[config.mk]
export PLATFORM = sky130hd
export DESIGN_NAME = target_port
export DESIGN_NICKNAME = d
export VERILOG_FILES = /design/src/rtl/target_port.sv
export SDC_FILE = /design/constraint.sdc
export NUM_CORES = 1
export LEC_CHECK = 0
export CAP_MARGIN = 15
export CELL_PAD_IN_SITES_DETAIL_PLACEMENT = 0
export CELL_PAD_IN_SITES_GLOBAL_PLACEMENT = 1
export CORE_ASPECT_RATIO = 0.6
export CORE_MARGIN = 3
export CORE_UTILIZATION = 43
export CTS_CLUSTER_SIZE = 12
export DETAILED_ROUTE_END_ITERATION = 16
export PLACE_DENSITY = 0.84
export SYNTH_ARGS = -nofsm -noshare
export SYNTH_HDL_FRONTEND = slang
export SYNTH_SLANG_ARGS = --single-unit
[constraint.sdc]
create_clock -name clk -period 3.3 [get_ports clk]
set_input_delay 0.99 -clock clk [delete_from_list [all_inputs] [get_ports clk]]
set_output_delay 0.99 -clock clk [all_outputs]
set_load 0.1 [all_outputs]
[src/rtl/target_port.sv]
// target_port: serial bus target that deserialises address/write data and serialises read data.
// Ports:
//   clk, rst                         clock, asynchronous active-high reset
//   bus_data_in/_valid, bus_mode     serial input bit, its valid strobe, 1=address phase 0=data phase
//   bus_init_rw, bus_init_ready      1=write/0=read (taken with first address bit), initiator ready for read data
//   bus_data_out/_valid              serial read data (LSB first) and its drive enable
//   target_ack, target_split         one-cycle completion and split pulses
//   dev_addr/_valid, dev_rw          deserialised address, update pulse, latched direction
//   dev_wdata/_valid                 deserialised write data and update pulse
//   dev_done                         device finished the write
//   dev_rdata/_valid, dev_split_req  read data handshake and split request from the device
module target_port #(
  parameter int ADDR_WIDTH = 16,
  parameter int DATA_WIDTH = 8
) (
  input  logic                  clk,
  input  logic                  rst,
  input  logic                  bus_data_in,
  input  logic                  bus_data_in_valid,
  input  logic                  bus_mode,
  input  logic                  bus_init_rw,
  input  logic                  bus_init_ready,
  output logic                  bus_data_out,
  output logic                  bus_data_out_valid,
  output logic                  target_ack,
  output logic                  target_split,
  output logic [ADDR_WIDTH-1:0] dev_addr,
  output logic                  dev_addr_valid,
  output logic                  dev_rw,
  output logic [DATA_WIDTH-1:0] dev_wdata,
  output logic                  dev_wdata_valid,
  input  logic                  dev_done,
  input  logic [DATA_WIDTH-1:0] dev_rdata,
  input  logic                  dev_rdata_valid,
  input  logic                  dev_split_req
);
  localparam int MW = ADDR_WIDTH > DATA_WIDTH ? ADDR_WIDTH : DATA_WIDTH;
  localparam int CW = $clog2(MW + 1);
  typedef enum logic [2:0] {IDLE, ADDR, WDATA, WR_WAIT, RD_WAIT, RD_TX} state_t;
  state_t                state_q;
  logic [CW-1:0]         cnt_q;
  logic [DATA_WIDTH-1:0] tx_q;
  logic                  have_q;
  logic                  split_seen_q;
  logic                  accept;
  // A bit counts only if its mode matches the phase the FSM is collecting.
  assign accept = bus_data_in_valid &&
                  ((state_q == IDLE || state_q == ADDR) ? bus_mode : (state_q == WDATA && !bus_mode));
  always_ff @(posedge clk or posedge rst) begin
    if (rst) begin
      state_q            <= IDLE;
      cnt_q              <= '0;
      tx_q               <= '0;
      have_q             <= 1'b0;
      split_seen_q       <= 1'b0;
      bus_data_out       <= 1'b0;
      bus_data_out_valid <= 1'b0;
      target_ack         <= 1'b0;
      target_split       <= 1'b0;
      dev_addr           <= '0;
      dev_addr_valid     <= 1'b0;
      dev_rw             <= 1'b0;
      dev_wdata          <= '0;
      dev_wdata_valid    <= 1'b0;
    end else begin
      dev_addr_valid  <= 1'b0;
      dev_wdata_valid <= 1'b0;
      target_ack      <= 1'b0;
      target_split    <= 1'b0;
      // Re-arm the split pulse only once the request has dropped.
      if (!dev_split_req) split_seen_q <= 1'b0;
      case (state_q)
        IDLE: if (accept) begin
          dev_addr <= ADDR_WIDTH'(bus_data_in);
          dev_rw   <= bus_init_rw;
          cnt_q    <= CW'(1);
          state_q  <= ADDR;
        end
        ADDR: if (accept) begin
          dev_addr <= dev_addr | (ADDR_WIDTH'(bus_data_in) << cnt_q);
          if (cnt_q == CW'(ADDR_WIDTH - 1)) begin
            cnt_q          <= '0;
            dev_addr_valid <= 1'b1;
            have_q         <= 1'b0;
            state_q        <= dev_rw ? WDATA : RD_WAIT;
          end else cnt_q <= cnt_q + 1'b1;
        end
        WDATA: if (accept) begin
          // First data bit clears the previous transaction's word.
          dev_wdata <= (cnt_q == '0 ? '0 : dev_wdata) | (DATA_WIDTH'(bus_data_in) << cnt_q);
          if (cnt_q == CW'(DATA_WIDTH - 1)) begin
            cnt_q           <= '0;
            dev_wdata_valid <= 1'b1;
            state_q         <= WR_WAIT;
          end else cnt_q <= cnt_q + 1'b1;
        end
        WR_WAIT: if (dev_done) begin
          target_ack <= 1'b1;
          state_q    <= IDLE;
        end
        RD_WAIT: begin
          if (have_q) begin
            if (bus_init_ready) begin
              bus_data_out_valid <= 1'b1;
              bus_data_out       <= tx_q[0];
              tx_q               <= tx_q >> 1;
              cnt_q              <= CW'(1);
              state_q            <= RD_TX;
            end
          end else if (dev_rdata_valid) begin
            tx_q   <= dev_rdata;
            have_q <= 1'b1;
          end else if (dev_split_req && !split_seen_q) begin
            target_split <= 1'b1;
            split_seen_q <= 1'b1;
          end
        end
        RD_TX: begin
          if (cnt_q == CW'(DATA_WIDTH)) begin
            bus_data_out_valid <= 1'b0;
            bus_data_out       <= 1'b0;
            target_ack         <= 1'b1;
            have_q             <= 1'b0;
            cnt_q              <= '0;
            state_q            <= IDLE;
          end else begin
            bus_data_out <= tx_q[0];
            tx_q         <= tx_q >> 1;
            cnt_q        <= cnt_q + 1'b1;
          end
        end
        default: state_q <= IDLE;
      endcase
    end
  end
endmodule

==> impl_metrics.csv, run 1 <==
group,metric,value,unit
outcome,status,"finished clean",
synthesis,synth.cell_area,2510,um2
timing,fin_tns_setup,0,ns
global_routing,grt_pass1_vias,1988,
cells_and_area,fin_nets,317,
route,vias,2035,
pwr,powerDensity,1010,nW/um2
global_routing,grt_pass1_wl,10.1,mm
timing,fin_crit_sh,75.2,%
timing,slew_headroom,47.9,%
synthesis,syn_avg_cell_area,10.2,um2
clock_network,h-tree-depth,2,
setup_path,cp-start-kind,"primary input",
route,antenna_left,0,
clock_network,clk_path_buf_depth,2,
route,vias_per_cell,5.47,
placement,port_buffers,48,
timing,final.setup_skew,0.00788,ns
cells_and_area,diodes,0,
setup_path,cpPeakStageDelay,0.62,ns
cells_and_area,syn_to_final_growth,22.8,%
synthesis,synth_fp_nets,268,
run,maxCapViolations,0,
route,drt_pass1_iterations,5,
floorplanning,die_h,65.2,um
timing,worstMarginPinSlew,0.782,ns
synthesis,synthFlopType,"dfrtp_1",
min_path,hp-class,"flip-flop to flip-flop",
setup_path,endpoint_kind,"flip-flop",
clock_network,cts_tree,"done",
timing,rsz0062_at_grt,"no",
setup_path,path_delay_family,"simple AND/OR/NAND/NOR gates",
floorplanning,die_x,105,um
timing,report.final.setup_viol,0,
placement,gp_congestion,0.840,
timing,finalMaxSlewViolations,0,
synthesis,ys_seq_area_share,48.8,%
setup_path,cp_num_buf_inv,1,
synthesis,ys_async_sr_fraction,100,%
route,drt_iter0_drc,148,
clock_network,cts_sinks,49,
setup_path,r2r_cells,8,
route,drt-total-wl,5.91,mm
clock_network,cts_resized,0,
clock_network,cts_root_buf,"clkbuf_8",
clock_network,cts_hold_buf,0,
synthesis,ys_ff_latch,49,
clock_network,clk_latency,0.30,ns
floorplanning,rows,20,
cells_and_area,fin_util,57.9,%
route,avgRoutedWirePerCell,15.9,um
setup_path,worst-path-stages,5,
pwr,max-vdd-ir-drop,0.584,mV
route,remaining_drc_errors,0,
clock_network,post_cts_buffers,0,
timing,max_clock_freq,403,MHz
global_routing,grt_util_all_layers,18.2,%
floorplanning,initial_utilization,47.1,%
global_routing,grt_max_degree,24,
floorplanning,boundaryPins,49,
synthesis,synth-warning-count,0,
synthesis,synth_edf_count,0,
setup_path,crit_slowest_cell,"clkdlybuf4s50_1",
cells_and_area,drive_gt1_share,23.1,%
setup_path,worstPathRequired,3.54,ns
setup_path,critical_path_peak_fanout,7,
floorplanning,die-area,6820,um2
clock_network,clkSlewWorstSetupHoldPaths,0.09,ns
placement,hpwl,4.42,mm
floorplanning,core,5330,um2
setup_path,path_cells,"clkdlybuf4s50_1 -> nand4bb_1 -> nor3_1 -> a21oi_1 -> nor2_1",
timing,finalCriticalPeriod,2.48,ns
setup_path,path_class,"primary input to flip-flop",
timing,final_hold_viol_count,0,
synthesis,netlist_instances,246,
global_routing,antenna_found_initial,0,
min_path,min_path_cells,1,
clock_network,cts_buffers,5,
synthesis,synthDistinctLibCells,51,
global_routing,grt-ovfl-total,0,
setup_path,cp.arrival,2.72,ns
pwr,cellLeakagePower,1.44,nW
through the flow:
| step | hold WS [ns] | setup WS [ns] | instance area (um2) | instances | total power [mW] |
|---|---|---|---|---|---|
| 4_1_cts | 0.503 | 0.820 | 3080 | 372 | 3.13 |
| 6_report | 0.495 | 0.819 | 3080 | 372 | 3.12 |
| 2_1_floorplan | 0.454 | 1.14 | 2510 | 246 | 2.33 |
| 3_3_place_gp | 0.469 | 0.510 | 2980 | 365 | 2.69 |
| 3_5_place_dp | 0.483 | 0.487 | 2980 | 365 | 2.70 |
| 5_1_grt | 0.520 | 0.567 | 3080 | 372 | 3.30 |
logic make-up after synthesis:
| kind of cell | share of synthesized area (%) |
|---|---|
| DFF | 48.8 |
| and+or+nand+nor | 20.8 |
| adders and majority gates | 1.99 |
| buffers and inverters | 4.78 |
| AOI/OAI and AO/OA | 16.5 |
| muxes | 7.08 |
where the power goes:
part | switching [mW] | internal [mW]
Sequential | 0.227 | 0.784
Clock | 0.200 | 0.221
Combinational | 1.17 | 0.512
synthesized netlist by cell type (5+ instances only):
library cell,n,area (um2)
nor2_1,30,113
o21ai_0,11,55.1
nand2_1,14,52.6
nor3_1,5,25.0
mux2_2,14,158
nor2b_1,5,31.3
nand2b_1,8,50.1
dfrtp_1,49,1230
o2bb2ai_1,7,61.3
a21oi_1,21,105
buf_2,5,25.0
inv_1,12,45.0
nand3_1,5,25.0
per-layer routing:
metal / up-vias / GRT usage (%) / routed length, um
li1: 978 / - / -
met5: - / 0 / 0
met1: 983 / 28.9 / 3140
met2: 69 / 24.6 / 2340
met4: 0 / 3.93 / 36
met3: 5 / 4.42 / 385
flip-flops by register name (all words and copies together), names as in the netlist:
register,cells
split_seen_q,1
state_q,3
target_ack,1
dev_addr,16
tx_q,8
dev_wdata_valid,1
dev_rw,1
dev_addr_valid,1
bus_data_out_valid,1
dev_wdata,8
bus_data_out,1
target_split,1
have_q,1
cnt_q,5
layout by cell type (no fill, tap or decap), drive strengths merged, types with 3 or more instances in the layout:
cell           count
a21oi             22
buf               37
clkbuf             5
clkdlybuf4s50     17
dfrtp             49
ha                 4
inv               12
mux2              14
nand2             14
nand2b             8
nand3              5
nor2              30
nor2b              5
nor3               5
nor4               3
nor4b              3
o211ai             3
o21ai             11
o22ai              3
o2bb2ai            7
or3                3
path summary, 6_finish.rpt:
kind | startpoint | end | slack [ns]
setup reg to reg | cnt_q[1]$_DFFE_PP0P_ | state_q[0]$_DFFE_PP0P_ | 0.99
max in group asynchronous | rst | state_q[0]$_DFFE_PP0P_ | 1.73
min in group asynchronous | rst | dev_addr[3]$_DFFE_PP0P_ | 1.00
setup / recovery | bus_mode | dev_addr[8]$_DFFE_PP0P_ | 0.82
hold reg to reg | split_seen_q$_DFF_PP0_ | split_seen_q$_DFF_PP0_ | 0.49
hold / removal | split_seen_q$_DFF_PP0_ | split_seen_q$_DFF_PP0_ | 0.49
cell type report:
class / count / area (um2)
clock buffers: 5 / 68.8
clock inverters: 2 / 35.0
fillers: 487 / 2250
inverters: 12 / 45.0
multi-input cells: 173 / 1160
flip-flops and latches: 49 / 1230
well taps: 77 / 96.3
repair buffers: 54 / 448
No activity file was read; power rests on OpenSTA's default activity.
==> run 2: changes to the inputs <==
--- a/config.mk
+++ b/config.mk
@@ -10,10 +10,10 @@
 export CELL_PAD_IN_SITES_GLOBAL_PLACEMENT = 1
 export CORE_ASPECT_RATIO = 0.6
 export CORE_MARGIN = 3
-export CORE_UTILIZATION = 43
+export CORE_UTILIZATION = 36
 export CTS_CLUSTER_SIZE = 12
 export DETAILED_ROUTE_END_ITERATION = 16
-export PLACE_DENSITY = 0.84
+export PLACE_DENSITY = 0.75
 export SYNTH_ARGS = -nofsm -noshare
 export SYNTH_HDL_FRONTEND = slang
 export SYNTH_SLANG_ARGS = --single-unit
==> constraint.sdc (replaced) <==
create_clock -name clk -period 2.1 [get_ports clk]
set_input_delay 0.63 -clock clk [delete_from_list [all_inputs] [get_ports clk]]
set_output_delay 0.63 -clock clk [all_outputs]
set_load 0.1 [all_outputs]
==> run 2 against run 1 <==
Compared with the run above: sequential cell count did not move; clock skew down 0.0023 ns; critical path depth rose by 2; combinational power rose by 110%; die area up 18%; sequential power rose by 56%; clock power up 91%; worst hold slack worse by 0.0070 ns; register-to-register slack got worse by 0.95 ns; count of clock-buffer cells in the layout increased by 1; global-route usage shrank 1.3 points.
==> impl_metrics.csv, run 2 (synthesis results as in run 1) <==
group,metric,value,unit
pwr,powerDensity,1520,nW/um2
global_routing,grt_max_degree,22,
clock_network,clk_path_buf_depth,2,
cells_and_area,multiInputGateArea,1230,um2
placement,gp_congestion,0.905,
cells_and_area,diodes,0,
route,drt-total-wl,6.61,mm
cells_and_area,fillers,544,
global_routing,grt-ovfl-total,0,
route,vias_per_cell,5.18,
pwr,cellLeakagePower,1.75,nW
cells_and_area,reg_top3,"dev_addr x16, dev_wdata x8, tx_q x8",
floorplanning,boundaryPins,49,
clock_network,clk_latency,0.29,ns
cells_and_area,seq_area,1230,um2
setup_path,cp_num_buf_inv,2,
timing,fin_crit_sh,98.1,%
cells_and_area,largest_reg_flops,16,
route,remaining_drc_errors,0,
setup_path,path_delay_family,"simple AND/OR/NAND/NOR gates",
cells_and_area,fin_cells,418,
placement,port_buffers,48,
floorplanning,die_h,70.7,um
route,drt_pass1_iterations,4,
timing,final_hold_viol_count,0,
clock_network,cts_sinks,49,
timing,report.final.setup_viol,0,
clock_network,cts_buffers,5,
setup_path,worst-path-stages,7,
cells_and_area,layout_common_cells,"dfrtp_1 (49), buf_4 (41), buf_12 (33), nor2_1 (30), a21oi_1 (20)",
placement,dp_cells,406,
cells_and_area,final_common_cell,"dfrtp_1",
timing,hold_ws,0.488,ns
timing,slew_headroom,65.1,%
global_routing,grt_pass1_wl,10.9,mm
global_routing,grt_util_all_layers,16.9,%
min_path,hold_start,"split_seen_q$_DFF_PP0_",
setup_path,cp-start-kind,"flip-flop",
pwr,max-vdd-ir-drop,1.10,mV
clock_network,clkSlewWorstSetupHoldPaths,0.07,ns
floorplanning,core,6410,um2
floorplanning,initial_utilization,39.2,%
setup_path,crit_slowest_cell,"dfrtp_1",
route,drt_iter0_drc,149,
clock_network,cts_tree,"done",
route,avgRoutedWirePerCell,15.8,um
timing,worstMarginPinSlew,0.523,ns
route,antenna_left,0,
setup_path,reg2reg_to,"state_q[2]$_DFFE_PP0P_",
setup_path,path_class,"flip-flop to flip-flop",
setup_path,path_cells,"buf_4 -> inv_1 -> ha_1 -> and4bb_4 -> o32ai_4 -> or3_1 -> a22o_1",
timing,finalMaxSlewViolations,0,
min_path,min_path_cells,1,
global_routing,antenna_found_initial,0,
floorplanning,die-area,8050,um2
clock_network,cts_root_buf,"clkbuf_16",
setup_path,r2r_start,"cnt_q[1]$_DFFE_PP0P_",
timing,final.setup_skew,0.00555,ns
setup_path,endpoint_kind,"flip-flop",
route,vias,2166,
clock_network,h-tree-depth,2,
cells_and_area,syn_to_final_growth,54.8,%
global_routing,grt_pass1_vias,2120,
timing,finalCriticalPeriod,2.06,ns
min_path,holdPathEnd,"split_seen_q$_DFF_PP0_",
floorplanning,rows,22,
timing,max_clock_freq,485,MHz
cells_and_area,drive_gt1_share,32.9,%
placement,hpwl,5.01,mm
setup_path,r2r_setup_slack,0.04,ns
setup_path,r2r_cells,7,
setup_path,critical_path_peak_fanout,6,
cells_and_area,top_register,"dev_addr",
min_path,hp-class,"flip-flop to flip-flop",
run,maxCapViolations,0,
setup_path,cpPeakStageDelay,0.42,ns
setup_path,cp.arrival,2.23,ns
setup_path,worstPathRequired,2.27,ns
floorplanning,die_x,114,um
cells_and_area,fin_nets,355,
outcome,status,"finished clean",
run 2: repair_timing:
| action | CTS | global route |
|---|---|---|
| cloned | 0 | 1 |
| hold buffers | 0 | 0 |
| resized for setup | 1 | 8 |
| buffers inserted | 0 | 3 |
| setup endpoints to repair | 2 | 8 |
| pin swaps | 0 | 3 |
run 2: final cells by class:
cell class / count / share of cell area (%)
clock buffer: 6 / 3.32
tap: 84 / 2.70
inverter: 12 / 1.16
timing repair buffer: 91 / 29.3
sequential: 49 / 31.5
clock inverter: 2 / 0.354
multi-input combinational: 174 / 31.6
run 2: worst register-to-register path, cell delays in order (launching register included):
cell	delay, ns
dfrtp_1	0.42
buf_4	0.17
inv_1	0.07
ha_1	0.22
and4bb_4	0.32
o32ai_4	0.14
or3_1	0.41
a22o_1	0.19
run 2: worst max-delay path by stage:
stage	from	endpoint	slack, ns
floorplan	cnt_q[0]$_DFFE_PP0P_	state_q[1]$_DFFE_PP0P_	0.05
global placement	bus_mode	state_q[1]$_DFFE_PP0P_	-0.13
detailed placement	bus_mode	state_q[2]$_DFFE_PP0P_	-0.17
CTS	cnt_q[0]$_DFFE_PP0P_	state_q[2]$_DFFE_PP0P_	0.02
global route	cnt_q[0]$_DFFE_PP0P_	state_q[2]$_DFFE_PP0P_	-0.02
finish	cnt_q[1]$_DFFE_PP0P_	state_q[2]$_DFFE_PP0P_	0.04
run 2: per-stage QoR:
step / cell area, um2 / setup WS, ns / TNS, ns / util (%) / total power, mW
detailed placement: 3660 / -0.174 / -2.36 / 57.0 / 4.97
finish: 3890 / 0.0395 / 0 / 60.6 / 5.91
global route: 3890 / -0.0152 / -0.0228 / 60.6 / 6.22
global placement: 3660 / -0.125 / -1.76 / 57.0 / 4.94
floorplan: 2510 / 0.0510 / 0 / - / 3.65
CTS: 3810 / 0.0178 / 0 / 59.3 / 5.79
run 2: routing by layer:
metal	up-vias	GRT usage, %	share of wire (%)
met5	-	0	0
met4	0	3.16	0.53
met3	2	4.27	6.8
met2	49	22.4	41
met1	1053	27.4	52
li1	1062	-	-
run 2: where the power goes:
part	switching (mW)	internal, mW	total (mW)
logic	2.10	1.43	3.53
registers	0.343	1.24	1.58
clock network	0.359	0.445	0.804
